## src/rtl/alu_seq_ctrl.sv

```systemverilog
// One-button operand/opcode sequencer for the board ALU: debounced "next" and
// "clear" buttons step A -> B -> Op -> execute -> show, with results registered.

module alu_seq_db #(
  parameter int DB_CYCLES = 1000000
) (
  input  logic i_clock,
  input  logic i_reset,
  input  logic button,
  output logic pulse
);
  localparam int CW = $clog2(DB_CYCLES);
  localparam logic [CW-1:0] CNT_LAST = CW'(DB_CYCLES - 1);

  logic          sync_1;
  logic          sync_2;
  logic          deb;
  logic          deb_d;
  logic [CW-1:0] cnt;

  always_ff @(posedge i_clock) begin
    if (i_reset) begin
      sync_1 <= 1'b0;
      sync_2 <= 1'b0;
      deb    <= 1'b0;
      deb_d  <= 1'b0;
      cnt    <= '0;
    end else begin
      sync_1 <= button;
      sync_2 <= sync_1;
      deb_d  <= deb;
      // Any cycle where the levels agree restarts the qualification window.
      if (sync_2 != deb) begin
        if (cnt == CNT_LAST) begin
          deb <= sync_2;
          cnt <= '0;
        end else begin
          cnt <= cnt + 1'b1;
        end
      end else begin
        cnt <= '0;
      end
    end
  end

  assign pulse = deb & ~deb_d;
endmodule

module alu_seq_ctrl #(
  parameter int N_SW       = 14,
  parameter int N_OP       = 6,
  parameter int N_OPERANDS = 4,
  parameter int DB_CYCLES  = 1000000
) (
  input  logic                  i_clock,
  input  logic                  i_reset,
  input  logic [N_SW-1:0]       i_sw,
  input  logic                  i_button,
  input  logic                  i_button_clr,
  input  logic [N_OPERANDS-1:0] i_alu_result,
  output logic [N_OPERANDS-1:0] o_alu_A,
  output logic [N_OPERANDS-1:0] o_alu_B,
  output logic [N_OP-1:0]       o_alu_Op,
  output logic [N_OPERANDS-1:0] o_result,
  output logic                  o_result_valid,
  output logic [2:0]            o_state
);
  typedef enum logic [2:0] {
    S_A    = 3'd0,
    S_B    = 3'd1,
    S_OP   = 3'd2,
    S_EXEC = 3'd3,
    S_SHOW = 3'd4
  } state_t;

  state_t state;
  state_t state_next;

  logic next_pulse;
  logic clr_pulse;
  logic ld_a;
  logic ld_b;
  logic ld_op;
  logic cap_result;
  logic clr_valid;

  alu_seq_db #(.DB_CYCLES(DB_CYCLES)) u_db_next (
    .i_clock (i_clock),
    .i_reset (i_reset),
    .button  (i_button),
    .pulse   (next_pulse)
  );

  alu_seq_db #(.DB_CYCLES(DB_CYCLES)) u_db_clr (
    .i_clock (i_clock),
    .i_reset (i_reset),
    .button  (i_button_clr),
    .pulse   (clr_pulse)
  );

  always_ff @(posedge i_clock) begin
    if (i_reset) state <= S_A;
    else         state <= state_next;
  end

  // Clear overrides everything, including a simultaneous next press.
  always_comb begin
    state_next = state;
    ld_a       = 1'b0;
    ld_b       = 1'b0;
    ld_op      = 1'b0;
    cap_result = 1'b0;
    clr_valid  = 1'b0;
    if (clr_pulse) begin
      state_next = S_A;
      clr_valid  = 1'b1;
    end else begin
      case (state)
        S_A: if (next_pulse) begin
          ld_a       = 1'b1;
          state_next = S_B;
        end
        S_B: if (next_pulse) begin
          ld_b       = 1'b1;
          state_next = S_OP;
        end
        S_OP: if (next_pulse) begin
          ld_op      = 1'b1;
          state_next = S_EXEC;
        end
        S_EXEC: begin
          cap_result = 1'b1;
          state_next = S_SHOW;
        end
        S_SHOW: if (next_pulse) begin
          clr_valid  = 1'b1;
          state_next = S_A;
        end
        default: begin
          clr_valid  = 1'b1;
          state_next = S_A;
        end
      endcase
    end
  end

  // o_result_valid is high only in S_SHOW, where o_result matches the held operands.
  always_ff @(posedge i_clock) begin
    if (i_reset) begin
      o_alu_A        <= '0;
      o_alu_B        <= '0;
      o_alu_Op       <= '0;
      o_result       <= '0;
      o_result_valid <= 1'b0;
    end else begin
      if (ld_a)  o_alu_A  <= i_sw[N_OPERANDS-1:0];
      if (ld_b)  o_alu_B  <= i_sw[2*N_OPERANDS-1:N_OPERANDS];
      if (ld_op) o_alu_Op <= i_sw[N_SW-1:N_SW-N_OP];
      if (cap_result) begin
        o_result       <= i_alu_result;
        o_result_valid <= 1'b1;
      end else if (clr_valid) begin
        o_result_valid <= 1'b0;
      end
    end
  end

  assign o_state = state;
endmodule

```

## config.mk

```make
export PLATFORM = sky130hd
export DESIGN_NAME = alu_seq_ctrl
export DESIGN_NICKNAME = d
export VERILOG_FILES = /design/src/rtl/alu_seq_ctrl.sv
export SDC_FILE = /design/constraint.sdc
export NUM_CORES = 1
export LEC_CHECK = 0
export ABC_AREA = 1
export BUFFER_PORTS_ARGS = -buffer_cell sky130_fd_sc_hd__buf_4
export CORE_MARGIN = 5
export CORE_UTILIZATION = 30
export DETAILED_ROUTE_END_ITERATION = 12
export GPL_ROUTABILITY_DRIVEN = 0
export MAX_ROUTING_LAYER = met4
export PLACE_DENSITY = 0.45
export SETUP_SLACK_MARGIN = 0.02
export SLEW_MARGIN = 10
export SYNTH_ARGS = -nofsm -noshare
export SYNTH_HDL_FRONTEND = slang
export SYNTH_SLANG_ARGS = --single-unit
```

## constraint.sdc

```tcl
create_clock -name i_clock -period 1.5 [get_ports i_clock]
set_clock_uncertainty 0.05 [all_clocks]
set_input_delay 0.15 -clock i_clock [delete_from_list [all_inputs] [get_ports i_clock]]
set_output_delay 0.15 -clock i_clock [all_outputs]
set_load 0.005 [all_outputs]
```

Word level (Yosys, flattened, before mapping)
Index checks and enable logic that the tools add are counted.
Cells by class
  div/mod/pow operators: 0
  shifts and indexed selects: 0
  reduce and logical (&&, ||, !) cells: 9
  $mul: 0
  $lt $le $gt $ge: 0
  mux-type cells: 18
  bitwise operators: 6
  equality and inequality tests: 12
  add/subtract/negate cells: 2
Operators with widths (count)
  20-bit by 1-bit adder with 20-bit output, second input constant: 2
  20-bit equality test, second input constant: 2
  3-bit case mux with 5 select lines: 1
  1-bit 2-to-1 mux: 12
  3-bit 2-to-1 mux: 4
  2-bit inequality test, second input constant: 4
  3-bit by 2-bit equality test with 1-bit output, second input constant: 2
  3-bit OR reduction: 2
  1-bit inverter: 4
  2-bit AND reduction: 2
  4-bit AND reduction: 1
  4-bit OR reduction: 1
  3-bit by 1-bit equality test with 1-bit output, second input constant: 1
  3-bit equality test, second input constant: 1
  3-bit logical NOT: 1
  1-bit AND: 2
  1-bit inequality test: 2
  1-bit case mux with 2 select lines: 1
  2-bit nonzero test: 1
  2-bit OR reduction: 1
Word-level totals
  memories kept: 0
  register bits after elaboration: 70
  bits in latches: 0
  ROM bits: 0
  memory bits (writable): 0
  input bits: 22

Longest topological paths before layout
  depth in word-level cells: 7
  mapped depth: 9

Hierarchy
A second synthesis with hierarchy kept.
Second synthesis, totals
  cell total of the unflattened synthesis: 457
  area, all modules: 3331.9 um^2
Modules (own cells, without submodules)
  alu_seq_db: seq. area each 480.5 um^2, area an instance 1203.7 um^2, times used 2, cells an instance 164
  alu_seq_ctrl: seq. area each 440.4 um^2, area an instance 924.6 um^2, times used 1, cells an instance 129

Worst setup path before layout
No wires, ideal clock.
  path kind: flip-flop to flip-flop
  start: reg u_db_clr.cnt[0]
  end: reg u_db_clr.cnt[11]
  setup slack: 0.018 ns
  buffers on the path: 1
  data required time: 1.335 ns
  arrival time: 1.316 ns
  cell stages (with the launch flop): 8
  cell sequence: dfxtp_1 > ha_1 > nand3_2 > nor3_2 > nand3_2 > nand2_4 > buf_12 > nor2_2
On the way
  word-level cells in the longest chain between the ends: 2
Ends and longest elaborated chain
  start, declared: RTL line 19  | logic [CW-1:0] cnt;
  start signal, assigned: RTL line 38  | cnt <= cnt + 1'b1;
  branches (longest 2 deep; another with 20-bit by 1-bit adder with 20-bit output)
Several ways; the timed one is not identified.
A chain may end at the register's enable or synchronous reset.

Final worst setup path
  start: reg u_db_clr.cnt[0]
  end: reg u_db_clr.deb
On the way
  word-level cells in the longest chain between the ends: 2
Ends and longest elaborated chain
  20-bit equality test: RTL line 34  | if (cnt == CNT_LAST) begin
  2-bit AND reduction (no line)
  end signal, assigned: RTL line 35  | deb <= sync_2;
  end, declared: RTL line 17  | logic deb;
Every way passes these cells.

==> results.json <==
{
  "detail_route.vias_per_cell": 4.405,
  "hold_startpoint": "i_sw[9]",
  "crit_path_end_kind": "flip-flop",
  "synth_area_in_compound_gates": 0.06850,
  "maxClockFrequency_mhz": 700.5,
  "multiInputGateArea_um2": 1723,
  "layout.cells.most_common_list": "sky130_fd_sc_hd__nor2_1, sky130_fd_sc_hd__nand2_1, sky130_fd_sc_hd__dfxtp_1",
  "timing.critical_path.fanout_max": 4,
  "finish.instance_area_um2": 4214,
  "totalNegativeSetupSlack_ns": 0,
  "period_minus_slack_ns": 1.428,
  "syn-num-nets": 464,
  "seqPwrFrac": 0.533,
  "relSlewSlack": 0.6930,
  "cp_cell_sequence": "ha_4 -> nand3_4 -> nor3_4 -> nand3_4 -> buf_6 -> nand2_2 -> nand2_1 -> nor2_1",
  "wl_met1_um": 3605,
  "nets": 545,
  "ff_latch_area_um2": 1408,
  "layoutNonFillerInstCount": 660,
  "share_of_flip_flops_with_an_asynchronous_set_or_reset_after_synthesis": 0,
  "switching_share": 0.2060,
  "floorplan.rows": 37,
  "slew_violations": 0,
  "detailed_place_hpwl_um": 5520,
  "wl_um": 7518,
  "post_synth_num_cell_types": 30,
  "required_time_at_the_worst_slack_endpoint_ns": 1.74,
  "critical-path-top-delay-family": "simple AND/OR/NAND/NOR gates",
  "setup_repair_after_global_routing_missed_its_margin": "yes",
  "cts-root-buf": "sky130_fd_sc_hd__clkbuf_8",
  "starting_density": 0.3078,
  "synthAdderAreaFrac": 0.007874,
  "multiplexer_share_of_the_synthesized_area": 0,
  "worst_slew_pin_slew_ns": 0.4588,
  "synth.ff_latch_count": 70,
  "powerDensity_nw_per_um2": 831.2,
  "ys_dominant_reg_cell": "sky130_fd_sc_hd__dfxtp_1",
  "via_count_of_the_routed_design": 2907,
  "dominant_combinational_cell_family_by_area_after_synthesis": "simple AND/OR/NAND/NOR gates",
  "detailed_place.area_um2": 3752,
  "gr-usage-all-layers": 0.1300,
  "design.die.area_um2": 12750,
  "wire_length_on_met2_um": 3601,
  "chip_height_um": 112.9,
  "drtPass1Iterations": 5,
  "final_layout_size_suffix_gt1_frac": 0.2366,
  "num_antenna_cells": 0,
  "yosys_warnings": 0,
  "start_kind": "flip-flop",
  "post_synthesis_simple_gate_area_fraction": 0.3874,
  "io_buffer_count": 43,
  "final-setup-viol-count": 0,
  "number_of_nets_still_failing_antenna_checks_after_routing": 0,
  "power.clock.fraction": 0.432,
  "post-route-period-util": 0.9518,
  "cpMostUsedCell": "sky130_fd_sc_hd__nand3_4",
  "pre_cts_ws_ns": 0.03716,
  "die_w_um": 112.9,
  "finalHoldWorstSlack_ns": 0.02828,
  "detailedRoute.firstIterationViolations": 130,
  "post_synth.cell_area_avg_um2": 7.223,
  "synth_xor_xnor_area_share": 0.04409,
  "synth_edf_count": 0,
  "antenna_violations_before_repair": 0,
  "finalHoldViolCount": 0,
  "tritoncts": "built",
  "core-area_um2": 10320,
  "vias_in_the_first_global_route": 2849,
  "cts_sink_cnt": 70,
  "critical_path_cell_count": 8,
  "route.detailed.wl_per_inst_um": 11.39,
  "setup_ws_post_layout_ns": 0.07236,
  "power_frac_comb": 0.035,
  "clk_latency_ns": 0.35,
  "max-vdd-ir-drop_uv": 647.6,
  "worstReg2RegStart": "u_db_clr.cnt[0]",
  "net-switching-power_mw": 0.7215,
  "grt_start_max_net_pins": 20,
  "critical_path.n_buffers_inverters": 1,
  "max_cap_violations": 0,
  "run_status": "finished clean",
  "area_delta_synth_final_pct": 32.60,
  "min_path_type": "in2reg",
  "netlist_top_cells_area": "sky130_fd_sc_hd__dfxtp_1, sky130_fd_sc_hd__nor2_1, sky130_fd_sc_hd__nand2_1, sky130_fd_sc_hd__nand3_1, sky130_fd_sc_hd__a21oi_1",
  "cts-root-to-sink-buffers": 2,
  "length_of_routed_met3_wiring_um": 234,
  "crit_path_max_incr_delay_ns": 0.36,
  "synth.cell_area_um2": 3178,
  "overflow": 0,
  "internal_power_mw": 2.781,
  "post_route_drc": 0,
  "top_layer": "met4",
  "synth_seq_area_share": 0.4409,
  "critical_path.startpoint": "u_db_clr.cnt[0]",
  "cts.reportedPaths.clkPinSlew_ns": 0.07,
  "synth_top_cell_by_area": "sky130_fd_sc_hd__dfxtp_1",
  "ff2ff_path_depth": 8,
  "p_leak_nw": 1.456,
  "synth.top_cell.area_share": 0.4409,
  "crit_slowest_cell": "sky130_fd_sc_hd__dfxtp_2",
  "numCtsBuffers": 9,
  "pin_count": 44,
  "syn_inst": 440,
  "placedCellCount": 630,
  "grt_pass1_wl_um": 13180,
  "htree_levels": 3,
  "timing.hold.worst_path_depth": 3,
  "most_frequent_standard_cell_in_the_layout_excluding_fill_and_tap_cells": "sky130_fd_sc_hd__nor2_1",
  "critPathArrivalTime_ns": 1.67,
  "fill_cells": 1100,
  "critPathKind": "reg2reg"
}
final cells by class:
type	instances	area share
multi-input cells	332	0.4088
inverters	34	0.03028
repair buffers	74	0.1416
well taps	136	0.04038
clock buffers	13	0.03771
flip-flops and latches	70	0.3340
clock inverters	1	0.007126
sequential cells by signal, indices dropped and copies added, names as in the netlist, 3 cells and up:
register	count
o_alu_Op	6
o_result	4
o_alu_A	4
u_db_next.cnt	20
u_db_clr.cnt	20
o_state	3
o_alu_B	4
path summary, 6_finish.rpt:
kind | slack [ns] | endpoint
min reg2reg | 0.36 | u_db_next.sync_2
min | 0.03 | o_alu_Op[1]
max | 0.07 | u_db_clr.deb
max reg2reg | 0.07 | u_db_clr.deb
tightest hold or removal path, cell delays in order:
cell and delay, ns:
sky130_fd_sc_hd__buf_4 0.07, sky130_fd_sc_hd__o21ai_0 0.09, sky130_fd_sc_hd__nor2_1 0.08
power groups by stage:
| stage | Combinational [mW] | Sequential [mW] | Clock, mW |
|---|---|---|---|
| 6_report | 0.122 | 1.87 | 1.51 |
| 5_1_grt | 0.136 | 1.87 | 1.68 |
| 4_1_cts | 0.124 | 1.87 | 1.59 |
| 3_5_place_dp | 0.0909 | 1.91 | 0 |
| 3_3_place_gp | 0.0908 | 1.91 | 0 |
| 2_1_floorplan | 0.0371 | 1.91 | 0 |
kinds of logic after synthesis:
family / after synthesis
AND/OR/NAND/NOR: 271
flip-flops: 70
AO/OA/AOI/OAI: 43
buffers and inverters: 38
XOR/XNOR: 16
adder cells (fa/ha/maj): 2
through the flow:
step | total power, mW | util
floorplan | 1.948 | -
global placement | 2.001 | 0.3635
detailed placement | 2.001 | 0.3635
CTS | 3.582 | 0.3972
global route | 3.678 | 0.4082
finish | 3.503 | 0.4082
cells in the mapped netlist, types with 2 or more instances:
master                     instances
sky130_fd_sc_hd__nor2_1          107
sky130_fd_sc_hd__nand2_1          89
sky130_fd_sc_hd__dfxtp_1          70
sky130_fd_sc_hd__inv_1            32
sky130_fd_sc_hd__nand3_1          27
sky130_fd_sc_hd__a21oi_1          24
sky130_fd_sc_hd__o21ai_0          18
sky130_fd_sc_hd__nor2_2           15
sky130_fd_sc_hd__xnor2_1          12
sky130_fd_sc_hd__nand3_2           4
sky130_fd_sc_hd__nand3b_1          4
sky130_fd_sc_hd__nand4_1           4
sky130_fd_sc_hd__xor2_1            4
sky130_fd_sc_hd__nor3_1            3
sky130_fd_sc_hd__nor3_2            3
sky130_fd_sc_hd__or2_0             3
sky130_fd_sc_hd__or2_2             3
sky130_fd_sc_hd__and2_1            2
sky130_fd_sc_hd__clkbuf_1          2
sky130_fd_sc_hd__ha_1              2
sky130_fd_sc_hd__inv_2             2
sky130_fd_sc_hd__nand2_4           2
metal layers:
metal / global-route usage / vias to the layer above
met2: 0.1971 / 32
li1: - / 1553
met3: 0.04652 / 5
met1: 0.1623 / 1317
met5: - / -
met4: 0.04006 / 0
what timing repair did:
item / 4_1_cts / 5_1_grt
hold buffers: 15 / 0
setup buffers: 0 / 1
hold endpoints to repair: 15 / 0
endpoints found under the setup margin: 1 / 46
pin swaps: 0 / 6
resized for setup: 1 / 29
(Power assumes the default switching activity.)
